## config.mk

```make
export PLATFORM = sky130hd
export DESIGN_NAME = ts_fifo_read_ctrl_flat
export DESIGN_NICKNAME = d
export VERILOG_FILES = /design/src/rtl/ts_fifo_read_ctrl_pkg.sv /design/src/rtl/ts_fifo_read_ctrl_if.sv /design/src/rtl/ts_fifo_read_ctrl_out_buf.sv /design/src/rtl/ts_fifo_read_ctrl.sv /design/src/flat_wrapper.sv
export SDC_FILE = /design/constraint.sdc
export NUM_CORES = 1
export LEC_CHECK = 0
export CELL_PAD_IN_SITES_DETAIL_PLACEMENT = 1
export CELL_PAD_IN_SITES_GLOBAL_PLACEMENT = 2
export CORE_ASPECT_RATIO = 0.7
export CORE_UTILIZATION = 36
export CTS_BUF_LIST = sky130_fd_sc_hd__clkbuf_8
export DETAILED_ROUTE_END_ITERATION = 10
export GPL_ROUTABILITY_DRIVEN = 0
export PLACE_DENSITY = 0.8
export SYNTH_ARGS = -nofsm -noshare
export SYNTH_HDL_FRONTEND = slang
export SYNTH_SLANG_ARGS = --single-unit
```

## constraint.sdc

```tcl
create_clock -name rclk -period 4.9 [get_ports rclk]
set_clock_uncertainty 0.1 [all_clocks]
set_input_delay 0.98 -clock rclk [delete_from_list [all_inputs] [get_ports rclk]]
set_output_delay 0.98 -clock rclk [all_outputs]
set_load 0.005 [all_outputs]
```

## src/rtl/ts_fifo_read_ctrl_pkg.sv

```systemverilog
// ---------------------------------------------------------------------------
// ts_pkg
// Shared constants for the TS FIFO read-side sequencer: default packet
// length, the MPEG-TS sync byte and the controller state encoding.
// States are plain localparam constants so older tools and netlists that
// expect a fixed 3-bit encoding keep working.
// ---------------------------------------------------------------------------
package ts_pkg;

  localparam int         TS_PKT_LEN   = 188;
  localparam logic [7:0] TS_SYNC_BYTE = 8'h47;

  typedef logic [2:0] state_t;

  localparam state_t ST_IDLE = 3'd0;
  localparam state_t ST_CHK  = 3'd1;
  localparam state_t ST_HUNT = 3'd2;
  localparam state_t ST_PKT  = 3'd3;
  localparam state_t ST_GAP  = 3'd4;

endpackage

```

## src/rtl/ts_fifo_read_ctrl_if.sv

```systemverilog
// ---------------------------------------------------------------------------
// ts_fifo_read_ctrl_if
// Bundles the FIFO read port and the downstream byte stream.
//   rempty/ren/rdata            : async FIFO read side
//   m_valid/m_ready/m_data/
//   m_sop/m_eop                 : framed output stream
// master = the read controller, slave = FIFO + downstream sink.
// ---------------------------------------------------------------------------
interface ts_fifo_read_ctrl_if #(
  parameter int DATA_WIDTH = 8
);

  logic                  rempty;
  logic                  ren;
  logic [DATA_WIDTH-1:0] rdata;
  logic                  m_valid;
  logic                  m_ready;
  logic [DATA_WIDTH-1:0] m_data;
  logic                  m_sop;
  logic                  m_eop;

  modport master (
    input  rempty, rdata, m_ready,
    output ren, m_valid, m_data, m_sop, m_eop
  );

  modport slave (
    output rempty, rdata, m_ready,
    input  ren, m_valid, m_data, m_sop, m_eop
  );

endinterface

```

## src/rtl/ts_fifo_read_ctrl_out_buf.sv

```systemverilog
// ---------------------------------------------------------------------------
// ts_out_buf
// Two-entry output skid buffer holding {sop, eop, data}.
// Ports:
//   rclk, rrst         : clock, async active-high reset
//   push, push_sop,
//   push_eop, push_data: write one entry (caller guarantees space)
//   ready              : downstream accept
//   pop                : valid && ready, reported back to the controller
//   occupancy          : entries held (0..2)
//   valid, data,
//   sop, eop           : head entry, stable until popped
// ---------------------------------------------------------------------------
module ts_out_buf #(
  parameter int DATA_WIDTH = 8
) (
  input  logic                  rclk,
  input  logic                  rrst,
  input  logic                  push,
  input  logic                  push_sop,
  input  logic                  push_eop,
  input  logic [DATA_WIDTH-1:0] push_data,
  input  logic                  ready,
  output logic                  pop,
  output logic [1:0]            occupancy,
  output logic                  valid,
  output logic [DATA_WIDTH-1:0] data,
  output logic                  sop,
  output logic                  eop
);

  logic [DATA_WIDTH+1:0] mem [2];
  logic                  wptr;
  logic                  rptr;

  assign valid = (occupancy != 2'd0);
  assign pop   = valid && ready;
  assign {sop, eop, data} = mem[rptr];

  // Entries are cleared on reset so the stream outputs read as zero.
  always_ff @(posedge rclk or posedge rrst) begin
    if (rrst) begin
      mem[0]    <= '0;
      mem[1]    <= '0;
      wptr      <= 1'b0;
      rptr      <= 1'b0;
      occupancy <= 2'd0;
    end else begin
      if (push) begin
        mem[wptr] <= {push_sop, push_eop, push_data};
        wptr      <= ~wptr;
      end
      if (pop) begin
        rptr <= ~rptr;
      end
      occupancy <= occupancy + {1'b0, push} - {1'b0, pop};
    end
  end

endmodule

```

## src/rtl/ts_fifo_read_ctrl.sv

```systemverilog
// ---------------------------------------------------------------------------
// ts_fifo_read_ctrl
// Read-side sequencer for the TS async FIFO. Aligns on the sync byte,
// forwards 188-byte packets with SOP/EOP and paces packets with a
// programmable idle gap.
// Ports:
//   rclk, rrst      : read clock, async active-high reset
//   enable          : run request, sampled only at packet boundaries
//   gap_cycles      : idle cycles enforced after each packet
//   bus (master)    : FIFO read port + output stream
//   locked          : sync acquired
//   pkt_count       : packets fully fetched (wraps)
//   sync_err_count  : sync checks failed while locked (saturates)
// ---------------------------------------------------------------------------
module ts_fifo_read_ctrl
  import ts_pkg::*;
#(
  parameter int                    DATA_WIDTH = 8,
  parameter int                    PKT_LEN    = TS_PKT_LEN,
  parameter logic [DATA_WIDTH-1:0] SYNC_BYTE  = TS_SYNC_BYTE,
  parameter int                    GAP_W      = 16,
  parameter int                    CNT_W      = 16
) (
  input  logic             rclk,
  input  logic             rrst,
  input  logic             enable,
  input  logic [GAP_W-1:0] gap_cycles,
  ts_fifo_read_ctrl_if.master bus,
  output logic             locked,
  output logic [CNT_W-1:0] pkt_count,
  output logic [CNT_W-1:0] sync_err_count
);

  localparam int                FCNT_W = $clog2(PKT_LEN + 1);
  localparam logic [FCNT_W-1:0] LEN_C  = FCNT_W'(PKT_LEN);
  localparam logic [FCNT_W-1:0] LAST_C = FCNT_W'(PKT_LEN - 1);

  state_t            state;
  logic              inflight;
  logic [FCNT_W-1:0] fcnt;
  logic [FCNT_W-1:0] acnt;
  logic [GAP_W-1:0]  gcnt;
  logic              fetch;
  logic              push;
  logic              push_sop;
  logic              push_eop;
  logic              pop;
  logic [1:0]        occupancy;
  logic              space_ok;
  logic              is_sync;
  state_t            boundary_state;

  // A byte fetched last cycle is on rdata now.
  assign is_sync        = (bus.rdata == SYNC_BYTE);
  assign boundary_state = enable ? ST_CHK : ST_IDLE;

  // Counts bytes already held plus the one in flight, minus the one leaving
  // this cycle, so a new fetch can never find the buffer full on arrival.
  assign space_ok = ({1'b0, occupancy} + {2'b00, inflight} - {2'b00, pop}) < 3'd2;

  // CHK/HUNT fetch one byte at a time; PKT streams while space allows.
  always_comb begin
    fetch = 1'b0;
    case (state)
      ST_CHK, ST_HUNT: fetch = !inflight && space_ok;
      ST_PKT:          fetch = (fcnt < LEN_C) && space_ok;
      default:         fetch = 1'b0;
    endcase
    fetch = fetch && !bus.rempty;
  end

  assign bus.ren = fetch;

  // Arriving bytes are pushed when they are the sync byte of a new packet
  // or any byte inside a packet; acnt tracks the arrival index for EOP.
  always_comb begin
    push     = 1'b0;
    push_sop = 1'b0;
    push_eop = 1'b0;
    if (inflight) begin
      case (state)
        ST_CHK, ST_HUNT: begin
          push     = is_sync;
          push_sop = is_sync;
        end
        ST_PKT: begin
          push     = 1'b1;
          push_eop = (acnt == LAST_C);
        end
        default: push = 1'b0;
      endcase
    end
  end

  ts_out_buf #(
    .DATA_WIDTH(DATA_WIDTH)
  ) u_out_buf (
    .rclk      (rclk),
    .rrst      (rrst),
    .push      (push),
    .push_sop  (push_sop),
    .push_eop  (push_eop),
    .push_data (bus.rdata),
    .ready     (bus.m_ready),
    .pop       (pop),
    .occupancy (occupancy),
    .valid     (bus.m_valid),
    .data      (bus.m_data),
    .sop       (bus.m_sop),
    .eop       (bus.m_eop)
  );

  // Main sequencer. The gap value is latched with the final fetch so later
  // changes to gap_cycles only affect the following packet; the gap itself
  // is timed from EOP arrival so FIFO stalls never shorten it.
  always_ff @(posedge rclk or posedge rrst) begin
    if (rrst) begin
      state          <= ST_IDLE;
      inflight       <= 1'b0;
      fcnt           <= '0;
      acnt           <= '0;
      gcnt           <= '0;
      locked         <= 1'b0;
      pkt_count      <= '0;
      sync_err_count <= '0;
    end else begin
      inflight <= fetch;

      if (fetch && (state == ST_PKT)) begin
        fcnt <= fcnt + FCNT_W'(1);
        if (fcnt == LAST_C) begin
          pkt_count <= pkt_count + CNT_W'(1);
          gcnt      <= gap_cycles;
        end
      end

      case (state)
        ST_IDLE: begin
          if (enable) begin
            state <= ST_CHK;
          end
        end
        ST_CHK, ST_HUNT: begin
          if (inflight) begin
            if (is_sync) begin
              locked <= 1'b1;
              fcnt   <= FCNT_W'(1);
              acnt   <= FCNT_W'(1);
              state  <= ST_PKT;
            end else begin
              if (locked && (sync_err_count != '1)) begin
                sync_err_count <= sync_err_count + CNT_W'(1);
              end
              locked <= 1'b0;
              state  <= ST_HUNT;
            end
          end
        end
        ST_PKT: begin
          if (inflight) begin
            acnt <= acnt + FCNT_W'(1);
            if (acnt == LAST_C) begin
              state <= (gcnt == '0) ? boundary_state : ST_GAP;
            end
          end
        end
        ST_GAP: begin
          gcnt <= gcnt - GAP_W'(1);
          if (gcnt <= GAP_W'(1)) begin
            state <= boundary_state;
          end
        end
        default: state <= ST_IDLE;
      endcase
    end
  end

endmodule
```

## src/flat_wrapper.sv

```systemverilog
// flat-port wrapper written by rule: the top's interface ports become plain ports
module ts_fifo_read_ctrl_flat import ts_pkg::*;
#(
  parameter int                    DATA_WIDTH = 8,
  parameter int                    PKT_LEN    = TS_PKT_LEN,
  parameter logic [DATA_WIDTH-1:0] SYNC_BYTE  = TS_SYNC_BYTE,
  parameter int                    GAP_W      = 16,
  parameter int                    CNT_W      = 16
)
  (rclk, rrst, enable, gap_cycles, locked, pkt_count, sync_err_count, bus_rempty, bus_rdata, bus_m_ready, bus_ren, bus_m_valid, bus_m_data, bus_m_sop, bus_m_eop);
  ts_fifo_read_ctrl_if #(.DATA_WIDTH(DATA_WIDTH)) bus_i ();
  input  logic rclk;
  input  logic rrst;
  input  logic enable;
  input  logic [GAP_W-1:0] gap_cycles;
  output logic locked;
  output logic [CNT_W-1:0] pkt_count;
  output logic [CNT_W-1:0] sync_err_count;
  input wire logic [$bits(bus_i.rempty)-1:0] bus_rempty;
  input wire logic [$bits(bus_i.rdata)-1:0] bus_rdata;
  input wire logic [$bits(bus_i.m_ready)-1:0] bus_m_ready;
  output wire logic [$bits(bus_i.ren)-1:0] bus_ren;
  output wire logic [$bits(bus_i.m_valid)-1:0] bus_m_valid;
  output wire logic [$bits(bus_i.m_data)-1:0] bus_m_data;
  output wire logic [$bits(bus_i.m_sop)-1:0] bus_m_sop;
  output wire logic [$bits(bus_i.m_eop)-1:0] bus_m_eop;
  assign bus_i.rempty = bus_rempty;
  assign bus_i.rdata = bus_rdata;
  assign bus_i.m_ready = bus_m_ready;
  assign bus_ren = bus_i.ren;
  assign bus_m_valid = bus_i.m_valid;
  assign bus_m_data = bus_i.m_data;
  assign bus_m_sop = bus_i.m_sop;
  assign bus_m_eop = bus_i.m_eop;
  ts_fifo_read_ctrl #(.DATA_WIDTH(DATA_WIDTH), .PKT_LEN(PKT_LEN), .SYNC_BYTE(SYNC_BYTE), .GAP_W(GAP_W), .CNT_W(CNT_W)) u_core (.rclk(rclk), .rrst(rrst), .enable(enable), .gap_cycles(gap_cycles), .bus(bus_i), .locked(locked), .pkt_count(pkt_count), .sync_err_count(sync_err_count));
endmodule
```

# Word-level counts from Yosys, hierarchy flattened
# Cells that the tools add are included.
word_totals:
  register_bits: 93
  word_cells: 103
op_classes:
  add_sub_neg: 9
  magnitude_cmp: 6
  eq_ne: 14
  muxes: 34
  n_bitwise: 5
  n_reduce_logical: 22
op_table:
  columns: ["operator", "n"]
  rows:
  - ["8-bit 2-to-1 mux", 7]
  - ["16-bit 2-to-1 mux", 3]
  - ["10-bit 2-to-1 mux", 4]
  - ["16-bit by 1-bit adder with 16-bit output (second input constant)", 2]
  - ["20-bit bitwise mux", 1]
  - ["3-bit 2-to-1 mux", 6]
  - ["8-bit by 1-bit adder with 8-bit output (second input constant)", 2]
  - ["8-bit equality test (second input constant)", 2]
  - ["16-bit by 1-bit <= comparator with 1-bit output (second input constant)", 1]
  - ["16-bit logical NOT", 1]
  - ["16-bit != test (second input constant)", 1]
  - ["8-bit case mux with 2 select lines", 1]
  - ["16-bit by 1-bit subtractor with 16-bit output (second input constant)", 1]
  - ["3-bit case mux with 4 select lines", 1]
  - ["10-bit demux with 1-bit select", 1]
  - ["2-bit by 1-bit != test with 1-bit output (second input constant)", 5]
  - ["8-bit by 7-bit equality test with 1-bit output (second input constant)", 1]
  - ["8-bit < comparator (second input constant)", 1]
  - ["1-bit 2-to-1 mux", 8]
  - ["4-bit AND reduction", 2]
  - ["2-bit nonzero test", 4]
  - ["1-bit logical AND", 7]
  - ["3-bit by 2-bit equality test with 1-bit output (second input constant)", 2]
  - ["2-bit AND reduction", 3]
  - ["other kinds (17)", 23]

# Logic depth before layout (Yosys ltp)
# Gate-level depths: netlist (run 1).
logic_depth:
  word_depth: 12
  depth_mapped: 12
  mapped_depth_nobuf: 10

# By module
# Synthesis (run 1) repeated with hierarchy kept, for this count alone.
unflattened:
  hier_cells: 454
  hier_area_um2: 4794.6
by_module_without_submodules:
  columns: ["module", "n_inst", "cells_per_inst", "area_per_inst_um2"]
  rows:
  - ["ts_fifo_read_ctrl", 1, 385, 3704.8]
  - ["ts_out_buf", 1, 69, 1089.8]

# Least setup slack after synthesis (run 1)
# Ideal clock, no wire load.
synth_timing:
  kind: "in2out"
  startpoint: "in bus_m_ready"
  endpoint: "out bus_ren"
  arrival_ps: 2934
  required_time_ps: 3820
  setup_slack_ps: 886
  cell_stages: 7
  path_buffers: 0
  path_cell_list: "and2_1 ha_1 nand2b_1 fa_1 or3b_4 nor3_1 and3_1"
synth_via:
  elab_chain_cells: 6
  word_cells_on_any_way: 7
  classes_between: "add/sub: 1; order compare: 1; mux: 1; reduce/logical: 4"
synth_rtl:
  columns: ["item", "line_no", "source"]
  rows:
  - ["from (decl)", "flat_wrapper.sv:21", "input wire logic [$bits(bus_i.m_ready)-1:0] bus_m_ready;"]
  - ["1-bit logical AND (*)", "ts_fifo_read_ctrl_out_buf.sv:37", "assign pop = valid && ready;"]
  - ["3-bit by 1-bit subtractor with 3-bit output (*)", "ts_fifo_read_ctrl.sv:59", "assign space_ok = ({1'b0, occupancy} + {2'b00, inflight} - {2'b00, pop}) < 3'd2;"]
  - ["3-bit by 2-bit < comparator with 1-bit output (*)", "ts_fifo_read_ctrl.sv:59", null]
  - ["1-bit logical AND, on equally long branches", "ts_fifo_read_ctrl.sv:66, ts_fifo_read_ctrl.sv:65", null]
  - ["1-bit case mux with 2 select lines (*)", "ts_fifo_read_ctrl.sv:64", "case (state)"]
  - ["1-bit logical AND (*)", "ts_fifo_read_ctrl.sv:69", "fetch = fetch && !bus.rempty;"]
  - ["to (decl)", "flat_wrapper.sv:22", "output wire logic [$bits(bus_i.ren)-1:0] bus_ren;"]
# Mark *: on every way between the ends. The rest lies on a longest branch, timed or not.

# Final worst setup path (run 1)
layout_timing:
  startpoint: "in bus_m_ready"
  endpoint: "out bus_ren"
layout_via:
  elab_chain_cells: 6
  word_cells_on_any_way: 7
  classes_between: "add/sub: 1; order compare: 1; mux: 1; reduce/logical: 4"
layout_rtl:
  columns: ["item", "line_no", "source"]
  rows:
  - ["1-bit logical AND (*)", "ts_fifo_read_ctrl_out_buf.sv:37", null]
  - ["via u_core.pop", "ts_fifo_read_ctrl.sv:47", "logic pop;"]
  - ["3-bit by 1-bit subtractor with 3-bit output (*)", "ts_fifo_read_ctrl.sv:59", null]
  - ["3-bit by 2-bit < comparator with 1-bit output (*)", "ts_fifo_read_ctrl.sv:59", null]
  - ["1-bit logical AND, on equally long branches", "ts_fifo_read_ctrl.sv:66, ts_fifo_read_ctrl.sv:65", null]
  - ["1-bit case mux with 2 select lines (*)", "ts_fifo_read_ctrl.sv:64", null]
  - ["1-bit logical AND (*)", "ts_fifo_read_ctrl.sv:69", null]
# The timed path passes the listed nets; every way through them passes the cells marked *.

==> impl_metrics.yaml, run 1 <==
clocking:
  htreeDepth: 3
  cts_buffer_depth: 2
  cts_setup_buffers: 0
  cts.reportedPaths.clkPinSlew_ps: 90
  cts_root_buf: "clkbuf_8"
  cts_sinks: 93
  cts_tree: "done"
  hold_buffers: 0
  clock_latency_ps: 370
  cts-buffers-inserted: 9
synthesis:
  async_reset_ff_share_pct: 100
  synthCells: 459
  ys_top_cells_by_area: "dfrtp_1 48%, mux2_2 4.9%, xnor2_1 4.7%"
  synth_largest_area_cell: "dfrtp_1"
  ys.flop_type: "dfrtp_1"
  synth_top_area_share_pct: 47.8
  syn_area_per_cell_sq_um: 10.6
  synth_warnings: 0
  syn-cell-area_sq_um: 4870
  synth_edf_count: 0
  synth_cell_types: 64
  ys_ff_latch: 93
  seq_area_frac_synth_pct: 47.8
  syn-num-nets: 498
hold_path:
  min_path_cells: 1
  min_path_type: "reg2reg"
cells_and_area:
  stdcell_area_sq_um: 6010
  finalNetCount: 571
  areaGrowthSynthToFinish_pct: 23.5
  postLayoutCoreUtil_pct: 45.6
  fillCellCount: 1457
  drive_gt1_share_pct: 14.2
  antenna-diode-count: 0
floorplanning:
  design.portCount: 74
  die_y_um: 99.3
  dieArea_sq_um: 14000
  coreArea_sq_um: 13200
  floorplan.rows: 35
  die_w_um: 141
  initial_utilization_pct: 36.9
drt:
  drc: 0
  drtAntennaViolNets: 0
  drt_iter0_markers: 159
  vias: 3800
  firstDrtPassIters: 4
  viasPerCell: 5.26
  routed_wl_mm: 12.0
  wl_per_cell_um: 16.7
worst_setup_path:
  cpPeakStageDelay_ps: 500
  cp.buffers_inverters: 2
  path_delay_family: "simple AND/OR/NAND/NOR gates"
  worstPathArrival_ps: 3720
  crit_chain: "clkdlybuf4s50_1 > and2_1 > ha_1 > nand2b_1 > fa_1 > or3b_4 > nor3_4 > and3_4 > clkdlybuf4s50_1"
  reg2reg_depth: 12
  crit_cells: 9
  critPathKind: "in2out"
  start_kind: "primary input"
  crit_top_cell: "clkdlybuf4s50_1"
  worstPathRequired_ps: 3820
  crit_path_end_kind: "output port"
  slowest_stage: "clkdlybuf4s50_1"
  crit_path_max_fanout: 2
timing:
  rsz0062_at_grt: "no"
  fin_setup_tns_ps: 0
  period_share_pct: 98.1
  finalSetupViolCount: 0
  finalCriticalPeriod_ps: 4800
  fmax_ghz: 0.208
  hold_viol: 0
  relSlewSlack_pct: 42.0
  worst_pin_slew_ps: 869
  drv_slew: 0
status:
  status: "finished, final reports clean"
pwr:
  finalPower_mw: 1.41
  vdd_drop_max_mv: 0.123
  power_density_nw_per_um2: 235
  p_leak_nw: 2.66
placement:
  io_buffers: 73
  dpl.hpwl_mm: 8.71
  placed_area_sq_um: 5760
global_route:
  antenna_found_initial: 0
  overflow: 0
  grt_usage_pct: 18.4
  grt_pass1_wl_mm: 20.2
  grt_start_max_net_pins: 50
  grt_pass1_vias: 3881
job:
  cap_violations: 0
==> area by class of cell <==
| class | instances | area [sq um] | area share [%] |
|---|---|---|---|
| clock inverters | 5 | 81.3 | 1.35 |
| well taps | 185 | 231 | 3.85 |
| clock buffers | 11 | 151 | 2.52 |
| multi-input cells | 336 | 2390 | 39.8 |
| flip-flops and latches | 93 | 2330 | 38.7 |
| inverters | 12 | 46.3 | 0.770 |
| repair buffers | 80 | 783 | 13.0 |
==> logic make-up (layout without fill, tap and decap cells) <==
family | count (synthesis) | count (layout) | synth area share, %
AND/OR/NAND/NOR | 195 | 195 | 22.4
flip-flops | 93 | 93 | 47.8
AO/OA/AOI/OAI | 54 | 54 | 7.20
XOR/XNOR | 45 | 45 | 8.41
multiplexers | 31 | 31 | 7.84
buffers and inverters | 30 | 108 | 3.39
adder cells (fa/ha/maj) | 11 | 11 | 2.93
==> layer usage <==
layer,share of wire [%],vias to the layer above,global-route usage (%),wire (um)
met5,0,-,0,0
met4,1.1,0,5.77,131
met3,3.1,11,3.71,378
met2,43,64,27.0,5210
met1,52,1937,27.1,6320
li1,-,1788,-,-
==> path summary, 6_finish.rpt <==
kind | from | endpoint | slack, ps
worst max register to register | u_core.u_out_buf.occupancy[1] | u_core.gcnt[1] | 1110
worst min register to register | u_core.pkt_count[14] | u_core.pkt_count[14] | 400
max in group asynchronous | rrst | u_core.pkt_count[3] | 2780
min in group asynchronous | rrst | u_core.sync_err_count[3] | 970
worst max-delay path | bus_m_ready | bus_ren | 100
worst min-delay path | u_core.pkt_count[14] | u_core.pkt_count[14] | 400
==> cell usage in the layout, fill, tap and decap left out, types with 3 or more instances in the layout <==
master	synthesis	routed
nand3_1	23	23
nor3_1	10	9
clkbuf_8	0	11
xnor2_1	26	26
nor4_1	5	5
o31ai_1	3	3
a21oi_1	14	14
mux2_2	21	21
inv_1	12	12
o211ai_1	5	5
and3_1	12	11
nand4_1	18	18
o21ai_0	13	13
or2_2	5	5
nor2_1	39	39
and4_1	7	7
nand2_1	42	42
xor2_1	17	17
or4_1	4	4
and2_1	4	4
nand4b_1	4	4
clkdlybuf4s50_1	0	73
ha_1	9	9
mux2_4	9	9
dfrtp_1	93	93
a211oi_1	5	5
buf_4	0	7
==> timing repair <==
item                                    4_1_cts  5_1_grt
resized for setup                             1        2
pin swaps                                     0        1
endpoints found under the setup margin        1        1
==> worst register-to-register path: stages, from the launching register on <==
cell and delay, ps:
dfrtp_1 460, or2_2 330, and2_1 180, ha_1 280, nand2b_1 150, fa_1 480, or3b_4 390, buf_4 150
nor4b_4 250, and2_1 450, buf_4 250, a211oi_1 90, a21oi_1 160
==> synthesized netlist by cell type, types with 2 or more instances <==
master and count:
dfrtp_1 93, ha_1 9, or3_1 2, nor4_1 5, a21oi_1 14, xor2_1 17, nand2_1 42, nand3_1 23
nor3_1 10, or3b_2 2, clkbuf_1 7, mux2_4 9, or2_2 5, o21ai_0 13, nand3b_1 2, nor2_1 39
buf_2 4, xnor2_1 26, nand4_1 18, and3_1 12, mux2_2 21, a311oi_1 2, and2_1 4, and4_1 7
o211ai_1 5, a31oi_1 2, o31ai_1 3, o22ai_1 2, nand2b_1 2, inv_1 12, or4_1 4, buf_6 4
a211oi_1 5, nand4b_1 4
==> sequential cells by signal, summed over array words and instances, names as in the netlist <==
name                        flops
u_core.u_out_buf.mem           20
u_core.gcnt                    16
u_core.pkt_count               16
u_core.sync_err_count          16
u_core.acnt                     8
u_core.fcnt                     8
u_core.state                    3
u_core.u_out_buf.occupancy      2
u_core.inflight                 1
u_core.locked                   1
u_core.u_out_buf.rptr           1
u_core.u_out_buf.wptr           1
==> power by group <==
group	leakage (nW)	switching [mW]	internal [mW]
Sequential	1.22	0.0000479	0.767
Clock	0.122	0.284	0.318
Combinational	1.32	0.0223	0.0219
Total	2.66	0.307	1.11
==> stage by stage <==
stage          setup WS [ps]  hold WS (ps)  instances
3_5_place_dp           -96.4           385        706
6_report                95.5           402        722
5_1_grt                 10.4           421        722
3_3_place_gp           -64.0           372        706
4_1_cts                 3.76           406        722
2_1_floorplan            886           352        459
No activity file was read; power rests on OpenSTA's default activity.
==> run 2, diff against run 1 <==
--- a/config.mk
+++ b/config.mk
@@ -13,6 +13,7 @@
 export DETAILED_ROUTE_END_ITERATION = 10
 export GPL_ROUTABILITY_DRIVEN = 0
 export PLACE_DENSITY = 0.8
+export RECOVER_POWER = 50
 export SYNTH_ARGS = -nofsm -noshare
 export SYNTH_HDL_FRONTEND = slang
 export SYNTH_SLANG_ARGS = --single-unit
==> run 2 against run 1 <==
  * The run now ends with capacitance limit, slew limit left
  * Non-clock buffer count unchanged
  * Core utilization about the same
  * Cell count unchanged
  * Clock-buffer cell count unchanged
  * Sequential cell count unchanged
  * Sequential share of layout area about the same
==> impl_metrics.yaml, run 2 (synthesis gave the netlist of run 1 again) <==
cells_and_area:
  largest_register: "u_core.u_out_buf.mem"
  drive_gt1_share_pct: 14.0
  regArea_sq_um: 2330
  antenna-diode-count: 0
  areaGrowthSynthToFinish_pct: 23.4
  finalNetCount: 571
  layout.cells.non_filler: 722
  largest_reg_flops: 20
  layout_commonest_cell: "dfrtp_1"
  multi_input_area_sq_um: 2390
  fillCellCount: 1458
  final_cell_mix: "93 x dfrtp_1, 53 x clkdlybuf4s50_1, 42 x nand2_1"
  postLayoutCoreUtil_pct: 45.6
timing:
  worst_pin_slew_ps: 2190
  drv_slew: 50
  fmax_ghz: 0.208
  hold_viol: 0
  rsz0062_at_grt: "no"
  finalCriticalPeriod_ps: 4810
  relSlewSlack_pct: -47.0
  period_share_pct: 98.1
  finalSetupViolCount: 0
  hold_ws_ps: 397
  fin_setup_tns_ps: 0
worst_setup_path:
  worstPathArrival_ps: 3730
  critPathKind: "in2out"
  crit_path_max_fanout: 2
  reg2reg_from: "u_core.u_out_buf.occupancy[1]"
  worstPathRequired_ps: 3820
  crit_path_end_kind: "output port"
  rr_endpoint: "u_core.gcnt[1]"
  start_kind: "primary input"
  r2r_slack_ps: 1110
  reg2reg_depth: 12
global_route:
  grt.met2_usage_pct: 27.0
  met3_usage_pct: 3.71
  grt_pass1_vias: 3881
  grt_start_max_net_pins: 50
  grt_pass1_wl_mm: 20.2
  antenna_found_initial: 0
  overflow: 0
  grt_usage_pct: 18.4
  busiest_layer: "met1"
  met1_usage_pct: 27.1
hold_path:
  min_path_type: "reg2reg"
  min_path_cells: 1
  hold_path_end: "u_core.pkt_count[14]"
  min_from: "u_core.pkt_count[14]"
drt:
  wl_per_cell_um: 16.6
  drtAntennaViolNets: 0
  firstDrtPassIters: 4
  vias: 3794
  drc: 0
  drt_iter0_markers: 172
  routed_wl_mm: 12.0
  viasPerCell: 5.25
clocking:
  cts_buffer_depth: 2
  cts_tree: "done"
  cts_root_buf: "clkbuf_8"
  cts_setup_buffers: 0
  cts_sinks: 93
  clock_latency_ps: 370
  cts.reportedPaths.clkPinSlew_ps: 90
  htreeDepth: 3
  hold_buffers: 0
  cts-buffers-inserted: 9
placement:
  post-place-cells: 706
  dpl.hpwl_mm: 8.71
  io_buffers: 73
floorplanning:
  die_y_um: 99.3
  floorplan.rows: 35
  initial_utilization_pct: 36.9
  design.portCount: 74
  dieArea_sq_um: 14000
  die_w_um: 141
  coreArea_sq_um: 13200
status:
  violations: "capacitance limit, slew limit"
  status: "finished with violations"
pwr:
  power_density_nw_per_um2: 235
  p_leak_nw: 2.72
  finalPower_mw: 1.41
  vdd_drop_max_mv: 0.123
job:
  cap_violations: 1
run 2: where the power goes:
part / switching [mW] / internal [mW]
clock network: 0.284 / 0.318
registers: 0.0000480 / 0.767
logic: 0.0223 / 0.0212
total: 0.306 / 1.11
run 2: how the worst max path moves through the flow:
stage	start	endpoint	slack (ps)	cells past startpoint
floorplan	bus_m_ready	bus_ren	890	7
global placement	bus_m_ready	bus_ren	-60	9
detailed placement	bus_m_ready	bus_ren	-100	9
CTS	bus_m_ready	bus_ren	4	9
global route	bus_m_ready	bus_ren	10	9
finish	bus_m_ready	bus_ren	90	9
run 2: area by class of cell:
cell class / count / share of cell area [%]
flip-flops and latches: 93 / 38.8
clock inverters: 5 / 1.35
well taps: 185 / 3.85
multi-input cells: 336 / 39.8
repair buffers: 80 / 12.9
clock buffers: 11 / 2.52
inverters: 12 / 0.771
run 2: layer usage:
layer  vias to the layer above  routed length, um  share of wire, %
met1                      1925               6280                52
met4                         0                134               1.1
li1                       1792                  -                 -
met2                        65               5180                43
met3                        12                416               3.5
met5                         -                  0                 0
run 2: worst max-delay path: stages:
cell,delay [ps]
clkdlybuf4s50_1,400
and2_1,150
ha_1,280
nand2b_1,150
fa_1,480
or3b_4,390
nor3_4,160
and3_4,230
clkdlybuf4s50_1,500
run 2: what timing repair did:
| item | in CTS | in global routing |
|---|---|---|
| endpoints found under the setup margin | 1 | 1 |
| hold endpoints to repair | 0 | 0 |
| resized for setup | 1 | 2 |
| cloned | 0 | 0 |
| pin swaps | 0 | 1 |
run 2: per-stage QoR:
stage / setup WS, ps / instance area, sq um
after floorplan: 886 / 4870
after global routing: 10.4 / 6000
final: 91.6 / 6000
after CTS: 3.76 / 6000
after global placement: -64.0 / 5760
after detailed placement: -96.4 / 5760
==> run 3, diff against run 2 <==
--- a/config.mk
+++ b/config.mk
@@ -12,6 +12,7 @@
 export CTS_BUF_LIST = sky130_fd_sc_hd__clkbuf_8
 export DETAILED_ROUTE_END_ITERATION = 10
 export GPL_ROUTABILITY_DRIVEN = 0
+export GPL_TIMING_DRIVEN = 0
 export PLACE_DENSITY = 0.8
 export RECOVER_POWER = 50
 export SYNTH_ARGS = -nofsm -noshare
==> run 3 against run 2 <==
  * Cell count is 1.8% higher
  * First-iteration DRC count is 30% lower
  * Critical path depth stayed put
  * Die area stayed put
  * Via count is 0.13% lower
  * Critical endpoint unchanged
  * Sequential share of layout area is 0.18 points lower
  * Setup slack better by 290 ps
  * The run still ends with capacitance limit, slew limit left
  * Total power is 9.8% lower
  * Fmax is 6.5% higher
  * Combinational power is 0.9% lower
  * Core utilization is 0.22 points higher
  * Wire length is 0.24% higher
==> impl_metrics.yaml, run 3 (synthesis gave the netlist of run 1 again) <==
floorplanning:
  die_y_um: 99.3
  design.portCount: 74
  dieArea_sq_um: 14000
  die_w_um: 141
  initial_utilization_pct: 36.9
  floorplan.rows: 35
  coreArea_sq_um: 13200
clocking:
  cts_buffer_depth: 2
  cts_root_buf: "clkbuf_8"
  clock_latency_ps: 360
  cts-buffers-inserted: 9
  cts.reportedPaths.clkPinSlew_ps: 80
  cts_tree: "done"
  cts_sinks: 93
  htreeDepth: 3
  hold_buffers: 0
cells_and_area:
  largest_register: "u_core.u_out_buf.mem"
  regArea_sq_um: 2330
  multi_input_area_sq_um: 2390
  largest_reg_flops: 20
  finalNetCount: 584
  final_cell_mix: "93 x dfrtp_1, 51 x clkdlybuf4s50_1, 42 x nand2_1"
  layout_commonest_cell: "dfrtp_1"
  stdcell_area_sq_um: 6030
  areaGrowthSynthToFinish_pct: 24.0
  drive_gt1_share_pct: 14.5
  antenna-diode-count: 0
  fillCellCount: 1469
job:
  cap_violations: 1
drt:
  routed_wl_mm: 12.0
  drt_iter0_markers: 121
  firstDrtPassIters: 4
  drc: 0
  viasPerCell: 5.16
  vias: 3789
  wl_per_cell_um: 16.4
  drtAntennaViolNets: 0
global_route:
  grt_start_max_net_pins: 53
  grt_pass1_vias: 3987
  antenna_found_initial: 0
  grt_usage_pct: 18.8
  overflow: 0
  grt_pass1_wl_mm: 20.7
pwr:
  p_leak_nw: 2.76
  power_density_nw_per_um2: 211
  vdd_drop_max_mv: 0.119
status:
  status: "finished with violations"
  violations: "capacitance limit, slew limit"
worst_setup_path:
  cp-startpoint: "bus_m_ready"
  cp-endpoint: "bus_ren"
  worstPathRequired_ps: 3820
  reg2reg_depth: 11
  critPathKind: "in2out"
  r2r_slack_ps: 1120
  worstPathArrival_ps: 3440
  crit_path_max_fanout: 3
  rr_endpoint: "u_core.gcnt[9]"
  reg2reg_from: "u_core.u_out_buf.occupancy[1]"
  start_kind: "primary input"
  crit_path_end_kind: "output port"
placement:
  io_buffers: 73
  dpl.hpwl_mm: 8.83
  placed_area_sq_um: 5850
timing:
  finalCriticalPeriod_ps: 4520
  drv_slew: 53
  fmax_ghz: 0.221
  rsz0062_at_grt: "no"
  worst_pin_slew_ps: 2320
  finalSetupViolCount: 0
  relSlewSlack_pct: -55.6
  period_share_pct: 92.2
  hold_ws_ps: 392
  hold_viol: 0
hold_path:
  min_path_type: "reg2reg"
==> run 3: how the worst min path moves through the flow <==
stage                                    end  cells after the start  slack, ps                startpoint
finish                   u_core.pkt_count[5]                      1        390       u_core.pkt_count[5]
global route        u_core.u_out_buf.mem[19]                      1        430  u_core.u_out_buf.mem[19]
CTS                      u_core.pkt_count[5]                      1        410       u_core.pkt_count[5]
detailed placement  u_core.u_out_buf.mem[19]                      1        380  u_core.u_out_buf.mem[19]
global placement        u_core.pkt_count[13]                      1        370      u_core.pkt_count[13]
floorplan           u_core.u_out_buf.mem[19]                      1        350  u_core.u_out_buf.mem[19]
==> run 3: layer usage <==
metal / vias up / global-route usage (%) / share of wire [%]
li1: 1810 / - / -
met1: 1907 / 27.6 / 52
met2: 66 / 28.4 / 44
met3: 6 / 3.47 / 3.2
met4: 0 / 5.43 / 0.81
met5: - / 0 / 0
==> run 3: worst max-delay path, cell delays in order <==
cell and delay [ps]:
clkdlybuf4s50_1 460, and2_4 160, ha_1 220, nand2b_1 150
fa_1 470, or3b_4 410, nor3_4 230, and3_4 210
dlymetal6s2s_1 140
==> run 3: timing repair <==
item,4_1_cts,5_1_grt
setup endpoints to repair,1,1
hold endpoints to repair,0,0
pin swaps,1,1
buffers inserted,0,1
gates resized for setup,3,2
==> run 3: where the power goes <==
part	switching [mW]	leakage (nW)	internal, mW	total (mW)
registers	0.0000449	1.22	0.767	0.767
logic	0.0221	1.44	0.0210	0.0431
clock network	0.270	0.0961	0.193	0.463
==> run 3: per-stage QoR <==
| step | std cells | setup TNS (ps) | util [%] | total power [mW] | setup WS (ps) |
|---|---|---|---|---|---|
| finish | 735 | 0 | 45.8 | 1.27 | 383 |
| global route | 735 | 0 | 45.8 | 1.32 | 300 |
| CTS | 734 | 0 | 45.8 | 1.30 | 37.8 |
| detailed placement | 718 | -269 | 44.4 | 0.829 | -269 |
| global placement | 717 | -23630 | 44.2 | 0.826 | -259 |
| floorplan | 459 | 0 | - | 0.795 | 886 |
==> run 3: layout make-up <==
cell class	instances	share of cell area [%]
clock buffer	10	2.28
multi-input combinational	336	39.7
inverter	12	0.767
sequential	93	38.6
clock inverter	6	0.539
tap	185	3.84
buffer	18	1.99
timing repair buffer	75	12.4
